===== config.mk =====
export PLATFORM = sky130hd
export DESIGN_NAME = i2s_tx
export DESIGN_NICKNAME = d
export VERILOG_FILES = /design/src/rtl/i2s_pkg.sv /design/src/rtl/i2s_clk_gen.sv /design/src/rtl/i2s_tx.sv
export SDC_FILE = /design/constraint.sdc
export NUM_CORES = 1
export LEC_CHECK = 0
export CORE_UTILIZATION = 40
export CTS_CLUSTER_SIZE = 28
export DETAILED_ROUTE_END_ITERATION = 8
export PLACE_DENSITY = 0.7
export SYNTH_ARGS = -nofsm -noshare
export SYNTH_HDL_FRONTEND = slang
export SYNTH_SLANG_ARGS = --single-unit

===== constraint.sdc =====
create_clock -name clk -period 6.6 [get_ports clk]
set_input_delay 0.66 -clock clk [delete_from_list [all_inputs] [get_ports clk]]
set_output_delay 0.66 -clock clk [all_outputs]
set_load 0.01 [all_outputs]

===== src/rtl/i2s_pkg.sv =====
// Constants and helpers shared by the I2S transmit and microphone receive paths.
package i2s_pkg;

  // Philips format: the MSB follows the word-select change by one bit clock.
  localparam int PHILIPS_DELAY = 1;

  function automatic int calc_div(input int clk_freq, input int bclk_freq);
    return clk_freq / (2 * bclk_freq);
  endfunction

  function automatic int slot_pos(input int bit_cnt, input int slot_bits);
    return bit_cnt % slot_bits;
  endfunction

endpackage


===== src/rtl/i2s_clk_gen.sv =====
// Bit-clock divider: toggles bclk every DIV system clocks and flags the
// system-clock cycle whose edge will produce each bclk rise or fall.
module i2s_clk_gen #(
  parameter int DIV = 33
) (
  input  logic clk,
  input  logic rst_n,
  input  logic enable_i,
  output logic bclk_o,
  output logic rise_o,
  output logic fall_o
);

  localparam int CW = (DIV > 1) ? $clog2(DIV) : 1;
  localparam logic [CW-1:0] DIV_LAST = CW'(DIV - 1);

  logic [CW-1:0] div_cnt_q, div_cnt_d;
  logic          bclk_q, bclk_d;
  logic          wrap;

  always_comb begin
    wrap      = enable_i && (div_cnt_q == DIV_LAST);
    div_cnt_d = div_cnt_q + 1'b1;
    bclk_d    = bclk_q;
    if (!enable_i) begin
      div_cnt_d = '0;
      bclk_d    = 1'b0;
    end else if (wrap) begin
      div_cnt_d = '0;
      bclk_d    = ~bclk_q;
    end
  end

  always_ff @(posedge clk or negedge rst_n) begin
    if (!rst_n) begin
      div_cnt_q <= '0;
      bclk_q    <= 1'b0;
    end else begin
      div_cnt_q <= div_cnt_d;
      bclk_q    <= bclk_d;
    end
  end

  assign bclk_o = bclk_q;
  assign rise_o = wrap && !bclk_q;
  assign fall_o = wrap && bclk_q;

endmodule


===== src/rtl/i2s_tx.sv =====
// Philips-format I2S transmitter: one-deep stereo hold register feeding
// MSB-first shift registers, with underrun detection at each frame load.
module i2s_tx
  import i2s_pkg::*;
#(
  parameter int CLK_FREQ     = 100_000_000,
  parameter int I2S_CLK_FREQ = 1_500_000,
  parameter int DATA_SIZE    = 24,
  parameter int SLOT_BITS    = 32,
  parameter int CNT_WIDTH    = 8
) (
  input  logic                 clk,
  input  logic                 rst_n,
  input  logic                 enable,
  input  logic [DATA_SIZE-1:0] sample_left,
  input  logic [DATA_SIZE-1:0] sample_right,
  input  logic                 sample_valid,
  output logic                 sample_ready,
  output logic                 i2s_clk,
  output logic                 i2s_ws,
  output logic                 i2s_sd,
  output logic                 frame_start,
  output logic                 underrun,
  output logic [CNT_WIDTH-1:0] underrun_count
);

  localparam int DIV        = calc_div(CLK_FREQ, I2S_CLK_FREQ);
  localparam int FRAME_BITS = 2 * SLOT_BITS;
  localparam int BW         = $clog2(FRAME_BITS);
  localparam logic [BW-1:0] BIT_LAST = BW'(FRAME_BITS - 1);

  if (DATA_SIZE > SLOT_BITS - 1) begin : g_size_check
    $error("i2s_tx: DATA_SIZE must not exceed SLOT_BITS-1");
  end

  logic                 bclk, bclk_rise, bclk_fall;
  logic [BW-1:0]        bit_cnt_q, bit_cnt_d, bit_nxt;
  logic                 ws_q, ws_d, sd_q, sd_d;
  logic [DATA_SIZE-1:0] shl_q, shl_d, shr_q, shr_d;
  logic [DATA_SIZE-1:0] hold_l_q, hold_l_d, hold_r_q, hold_r_d;
  logic                 hold_valid_q, hold_valid_d;
  logic                 frame_start_q, frame_start_d, underrun_q, underrun_d;
  logic [CNT_WIDTH-1:0] ucnt_q, ucnt_d;
  int                   k;

  i2s_clk_gen #(.DIV(DIV)) u_clk_gen (
    .clk      (clk),
    .rst_n    (rst_n),
    .enable_i (enable),
    .bclk_o   (bclk),
    .rise_o   (bclk_rise),
    .fall_o   (bclk_fall)
  );

  assign sample_ready = !hold_valid_q;

  always_comb begin
    bit_cnt_d     = bit_cnt_q;
    ws_d          = ws_q;
    sd_d          = sd_q;
    shl_d         = shl_q;
    shr_d         = shr_q;
    hold_l_d      = hold_l_q;
    hold_r_d      = hold_r_q;
    hold_valid_d  = hold_valid_q;
    frame_start_d = 1'b0;
    underrun_d    = 1'b0;
    ucnt_d        = ucnt_q;
    bit_nxt       = (bit_cnt_q == BIT_LAST) ? '0 : bit_cnt_q + 1'b1;
    k             = slot_pos(int'(bit_nxt), SLOT_BITS);

    if (!enable) begin
      bit_cnt_d = BIT_LAST;
      ws_d      = 1'b0;
      sd_d      = 1'b0;
      shl_d     = '0;
      shr_d     = '0;
    end else if (bclk_fall) begin
      bit_cnt_d = bit_nxt;
      ws_d      = (int'(bit_nxt) >= SLOT_BITS);
      sd_d      = 1'b0;
      if (k >= PHILIPS_DELAY && k < PHILIPS_DELAY + DATA_SIZE) begin
        if (ws_d) begin
          sd_d  = shr_q[DATA_SIZE-1];
          shr_d = shr_q << 1;
        end else begin
          sd_d  = shl_q[DATA_SIZE-1];
          shl_d = shl_q << 1;
        end
      end
      // Frame load happens on the delay bit, so sd is 0 here either way.
      if (bit_nxt == '0) begin
        frame_start_d = 1'b1;
        if (hold_valid_q) begin
          shl_d        = hold_l_q;
          shr_d        = hold_r_q;
          hold_valid_d = 1'b0;
        end else begin
          shl_d      = '0;
          shr_d      = '0;
          underrun_d = 1'b1;
          if (ucnt_q != '1) ucnt_d = ucnt_q + 1'b1;
        end
      end
    end

    if (sample_valid && sample_ready) begin
      hold_l_d     = sample_left;
      hold_r_d     = sample_right;
      hold_valid_d = 1'b1;
    end
  end

  always_ff @(posedge clk or negedge rst_n) begin
    if (!rst_n) begin
      bit_cnt_q     <= BIT_LAST;
      ws_q          <= 1'b0;
      sd_q          <= 1'b0;
      shl_q         <= '0;
      shr_q         <= '0;
      hold_l_q      <= '0;
      hold_r_q      <= '0;
      hold_valid_q  <= 1'b0;
      frame_start_q <= 1'b0;
      underrun_q    <= 1'b0;
      ucnt_q        <= '0;
    end else begin
      bit_cnt_q     <= bit_cnt_d;
      ws_q          <= ws_d;
      sd_q          <= sd_d;
      shl_q         <= shl_d;
      shr_q         <= shr_d;
      hold_l_q      <= hold_l_d;
      hold_r_q      <= hold_r_d;
      hold_valid_q  <= hold_valid_d;
      frame_start_q <= frame_start_d;
      underrun_q    <= underrun_d;
      ucnt_q        <= ucnt_d;
    end
  end

  assert property (@(posedge clk) disable iff (!rst_n) !(bclk_rise && bclk_fall));

  assign i2s_clk        = bclk;
  assign i2s_ws         = ws_q;
  assign i2s_sd         = sd_q;
  assign frame_start    = frame_start_q;
  assign underrun       = underrun_q;
  assign underrun_count = ucnt_q;

endmodule

Yosys cells after proc, flatten, opt, wreduce, memory -nomap -nowiden

Index checks and enable logic that the tools add are counted.

Bits in registers: 122
Latch bits: 0
Memory bits (writable): 0
Bits in read-only memories: 0
Output and inout bits: 14
Word-level logic and storage cells: 78
Memories: 0

$add $sub $neg: 3
Multiply operators: 0
Div/mod/pow operators: 0
$lt $le $gt $ge: 3
Equal/unequal tests: 8
Shift-type cells: 0
Mux-type cells: 36
Bitwise operators: 2
Reductions and logical operators: 13

Operator list:

| operator            | count |
|---|---|
| $mux 24             | 12 |
| $mux 6              | 5 |
| $mux 1              | 19 |
| $add 6x1->6 const B | 2 |
| $eq 6x6->1 const B  | 2 |
| $reduce_and 3->1    | 3 |
| $add 8x1->8 const B | 1 |
| $ne 8x8->1 const B  | 1 |
| $ge 6x6->1 const B  | 1 |
| $logic_not 6->1     | 1 |
| $ne 3x1->1 const B  | 2 |
| $reduce_bool 2->1   | 3 |
| $ge 5x1->1 const B  | 1 |
| $lt 5x5->1 const B  | 1 |
| $reduce_and 5->1    | 1 |
| $logic_and 1x1->1   | 4 |
| $ne 2x1->1 const B  | 2 |
| $ne 3x2->1 const B  | 1 |
| $not 1->1           | 2 |
| $logic_not 1->1     | 1 |

Longest topological paths before layout

Word-level depth: 8
Mapped depth: 10
Mapped depth without buffers: 8

By module

Synthesis repeated with hierarchy kept, for this count alone.

Cell total of the unflattened synthesis: 630
Area, all modules: 6497.5 sq um

Modules (own cells, without submodules):

| module      | instances | cells each | area an instance (sq um) | sequential area each (sq um) |
|---|---|---|---|---|
| i2s_tx      | 1         | 597        | 6155.9                   | 2885.3 |
| i2s_clk_gen | 1         | 33         | 341.6                    | 175.2 |

Least setup slack after synthesis

No wires, ideal clock.

Kind: reg-to-reg
From: register bit_cnt_q[0]
To: register shr_q[10]
Library setup time: 0.123 ns
Data arrival time: 2.391 ns
Required time: 6.477 ns
Setup slack: 4.086 ns
Cell stages (with the launch flop): 10
Clock period less this slack: 2.514 ns
Path through: dfstp_2 ha_1 and4_1 a21oi_1 a2bb2oi_1 or3_1 and2_1 clkbuf_1 buf_2 o221a_2

Longest elaborated chain between the ends: 6
Elaborated cells between the ends (all ways): 14
Those cells by class: 1 x add/sub; 3 x order compare; 3 x eq/ne; 4 x mux; 3 x reduce/logical

RTL lines:

| item                                                         | line                       | RTL |
|---|---|---|
| start: declaration                                           | i2s_tx.sv:37               | `logic [BW-1:0] bit_cnt_q, bit_cnt_d, bit_nxt;` |
| start signal: assignment                                     | i2s_tx.sv:128              | `bit_cnt_q <= bit_cnt_d;` |
| $add 6x1->6 / $eq 6x6->1 (equally long branches)             | i2s_tx.sv:69               | `bit_nxt = (bit_cnt_q == BIT_LAST) ? '0 : bit_cnt_q + 1'b1;` |
| $mux 6 (*)                                                   | i2s_tx.sv:69               |  |
| $ge 5x1->1 (tied with other cells)                           | i2s_tx.sv:82               | `if (k >= PHILIPS_DELAY && k < PHILIPS_DELAY + DATA_SIZE) begin` |
| $logic_and 1x1->1 / $mux 24 (equally long branches)          | i2s_tx.sv:82, i2s_tx.sv:92 |  |
| $ne 3x1->1 (no line) / $mux 24 (equally long branches)       | -                          |  |
| $reduce_and 3->1 (no line) / $mux 24 (equally long branches) | -                          |  |
| end signal: assignment                                       | i2s_tx.sv:132              | `shr_q <= shr_d;` |
| end: declaration                                             | i2s_tx.sv:39               | `logic [DATA_SIZE-1:0] shl_q, shl_d, shr_q, shr_d;` |

Every way passes the cells marked *; elsewhere a longest branch is shown, timed or not. The select of a mux whose other input is x is not followed.
A chain may end at the register's enable or synchronous reset.

Worst setup path after layout

From: input port enable
To: register ucnt_q[7] (netlist: underrun_count[7])

Longest elaborated chain between the ends: 3

RTL lines:

| item                           | line              | RTL |
|---|---|---|
| start: declaration             | i2s_tx.sv:14      | `input logic enable,` |
| $logic_and 1x1->1              | i2s_clk_gen.sv:22 | `wrap = enable_i && (div_cnt_q == DIV_LAST);` |
| $logic_and 1x1->1              | i2s_clk_gen.sv:46 | `assign fall_o = wrap && bclk_q;` |
| $reduce_and 5->1 (no line) (*) | -                 |  |
| end signal: assignment         | i2s_tx.sv:138     | `ucnt_q <= ucnt_d;` |
| end: declaration               | i2s_tx.sv:43      | `logic [CNT_WIDTH-1:0] ucnt_q, ucnt_d;` |

Every way passes the cells marked *; elsewhere a longest branch is shown, timed or not.

==> impl_metrics.tcl <==
set metrics [dict create \
    synth_edf_count 0 \
    area_delta_synth_final_pct 24.29 \
    max_cap_viol_count 0 \
    synth_fp_nets 591 \
    slew_violations 0 \
    cts-root-buf "clkbuf_16" \
    cts_resized 0 \
    peakVddDrop_uv 175.1 \
    cts_tree "done" \
    wl_per_cell_um 15.42 \
    wl_um 11870 \
    core_um2 13990 \
    rsz0062_at_grt "no" \
    holdBufCountCts 0 \
    placedCellCount 738 \
    clkSlewWorstSetupHoldPaths_ps 50 \
    grt_max_degree 72 \
    boundaryPins 66 \
    finalSetupViolations 0 \
    crit_type "in2reg" \
    cts_setup_buffers 0 \
    syn-cell-area_um2 5789 \
    rows 43 \
    cp_data_required_time_ps 6930 \
    finalNetCount 634 \
    die_h_um 122.3 \
    postSynthCellCount 534 \
    final_cells 770 \
    cts.sinks 122 \
    max_stage_delay_ps 870 \
    n_antenna_cell 0 \
    htreeDepth 4 \
    finalCritPeriodShare 0.5156 \
    drc 0 \
    total_power_mw 2.265 \
    clockBufferDepth 2 \
    async_flop_share 1.000 \
    synthDistinctLibCells 51 \
    cp.buffers_inverters 3 \
    grt_pass1_vias 4306 \
    setup_tns_ps 0 \
    fmax_ghz 0.2938 \
    first_iter_violations 366 \
    gp_congestion 0.8069 \
    drt_pass1_iterations 5 \
    via_per_inst 5.527 \
    holdCritPathClass "in2async" \
    synth_ff_type "dfrtp_1" \
    hpwlAfterDp_um 7478 \
    p_per_area_nw_per_um2 314.8 \
    ant_nets 0 \
    portBuffers 65 \
    crit_fanout 37 \
    fin_worst_skew_ps 6.124 \
    synth-seq-cells 122 \
    ys_warn_count 0 \
    layout-drive-gt1-share 0.2102 \
    status "finished clean" \
    antenna_found_initial 0 \
    worst_setup_path_start_kind "input port" \
    finalHoldViolCount 0 \
    syn_avg_cell_area_um2 10.84 \
    vias 4256 \
    arrival_ps 3730 \
    seq_area_frac_synth 0.5286 \
    tightest_slew_ps 855.1 \
    floorplan.initialDensity 0.4139 \
    grt_pass1_wl_um 20820 \
    relSlewSlack 0.4299 \
    gr-total-overflow 0 \
    track_usage 0.1774 \
    dieArea_um2 14960 \
    worstSkewPairLatency_ps 410 \
    cellLeakagePower_nw 3.027 \
    crit_path_end_kind "flop" \
    die_x_um 122.3 \
    cts_buffers 17 \
    finalCriticalPeriod_ps 3403 \
    fillers 1242 \
    cp_slowest_cell "or4_1" \
    path_cells "clkdlybuf4s50_1 -> buf_4 -> clkinv_1 -> or4_1 -> or2_4 -> nor3_2 -> xor2_1" \
    path_delay_family "buffers and inverters" \
]
-- path summary, 6_finish.rpt --
check                                                 start                               end  slack (ps)  cells after the start
setup / recovery                                     enable     underrun_count[7]$_DFFE_PN0P_        3200                      7
hold / removal                                        rst_n          hold_l_q[20]$_DFFE_PN0P_         290                      1
setup reg to reg                   bit_cnt_q[1]$_DFFE_PN1P_              shr_q[5]$_DFFE_PN0P_        3430                      7
hold reg to reg            u_clk_gen.div_cnt_q[0]$_DFF_PN0_  u_clk_gen.div_cnt_q[0]$_DFF_PN0_         490                      1
max in group asynchronous                             rst_n          hold_r_q[12]$_DFFE_PN0P_        4990                      2
min in group clk           u_clk_gen.div_cnt_q[0]$_DFF_PN0_  u_clk_gen.div_cnt_q[0]$_DFF_PN0_         490                      1
-- state kept, by name, indices dropped and copies added (netlist names) --
signal	cells
u_clk_gen.bclk_o	1
i2s_sd	1
underrun_count	8
hold_r_q	24
shl_q	24
shr_q	24
i2s_ws	1
u_clk_gen.div_cnt_q	6
bit_cnt_q	6
hold_l_q	24
frame_start	1
underrun	1
hold_valid_q	1
-- routing by layer --
metal  routed length (µm)  track usage
met5                    0            0
met3                  548      0.05019
met1                 5459       0.2331
met4                  184      0.08079
met2                 5681       0.2714
-- cells in the final DEF, fill, tap and decap left out, drive strengths merged, types with 5 or more instances in the layout --
cell	count
and2	7
xor2	8
nand3	52
buf	11
xnor2	6
clkbuf	25
mux2	49
ha	5
nor3	6
a311oi	23
and3	28
dfstp	6
dfrtp	116
inv	8
nor2	17
o221a	23
a21oi	54
clkdlybuf4s50	64
bufinv	5
nand2	40
o21ai	6
-- synth_stat cells (2+ instances only) --
cell type	n	share of area
and2_1	5	0.0054
nor2b_1	2	0.0022
and3_1	28	0.030
a311oi_1	23	0.035
mux2_2	49	0.095
o211ai_1	2	0.0026
o221a_2	23	0.045
buf_2	8	0.0069
nor3_1	4	0.0035
clkbuf_1	34	0.022
a21oi_1	54	0.047
nand3_1	52	0.045
ha_1	5	0.011
dfstp_2	6	0.027
buf_1	6	0.0039
nand2_1	40	0.026
dfrtp_1	116	0.50
xor2_1	8	0.012
o21bai_1	2	0.0026
buf_4	3	0.0039
nor2_1	17	0.011
o21ai_0	6	0.0052
xnor2_1	6	0.0091
inv_1	8	0.0052
-- final cells by class --
| class | instances | area, µm² | share of cell area |
|---|---|---|---|
| Inverter | 9 | 33.78 | 0.004695 |
| Sequential cell | 122 | 3060 | 0.4253 |
| Timing Repair Buffer | 75 | 723.2 | 0.1005 |
| Clock inverter | 7 | 162.7 | 0.02260 |
| Multi-Input combinational cell | 352 | 2505 | 0.3481 |
| Clock buffer | 25 | 485.5 | 0.06747 |
| Tap cell | 180 | 225.2 | 0.03130 |
-- cells by family after synthesis --
family	after synthesis	share of synthesized area
flip-flops	122	0.5286
adder cells (fa/ha/maj)	5	0.01081
buffers and inverters	60	0.04258
XOR/XNOR	14	0.02118
multiplexers	50	0.09704
AND/OR/NAND/NOR	162	0.1442
AO/OA/AOI/OAI	121	0.1556
-- per-stage QoR --
step	hold WS (ps)	setup WS, ps	cell area [µm²]	util
floorplan	364.4	4086	5789	-
global placement	476.0	2889	6548	0.4681
detailed placement	490.9	2785	6548	0.4681
CTS	298.5	3218	7196	0.5144
global route	330.6	3028	7196	0.5144
finish	290.6	3197	7196	0.5144
-- report_power, final --
group	switching, mW	total, mW	internal, mW
sequential	0.0705	0.947	0.876
clock	0.308	1.01	0.700
combinational	0.122	0.311	0.189
total	0.500	2.27	1.76
No activity file was read; power rests on OpenSTA's default activity.
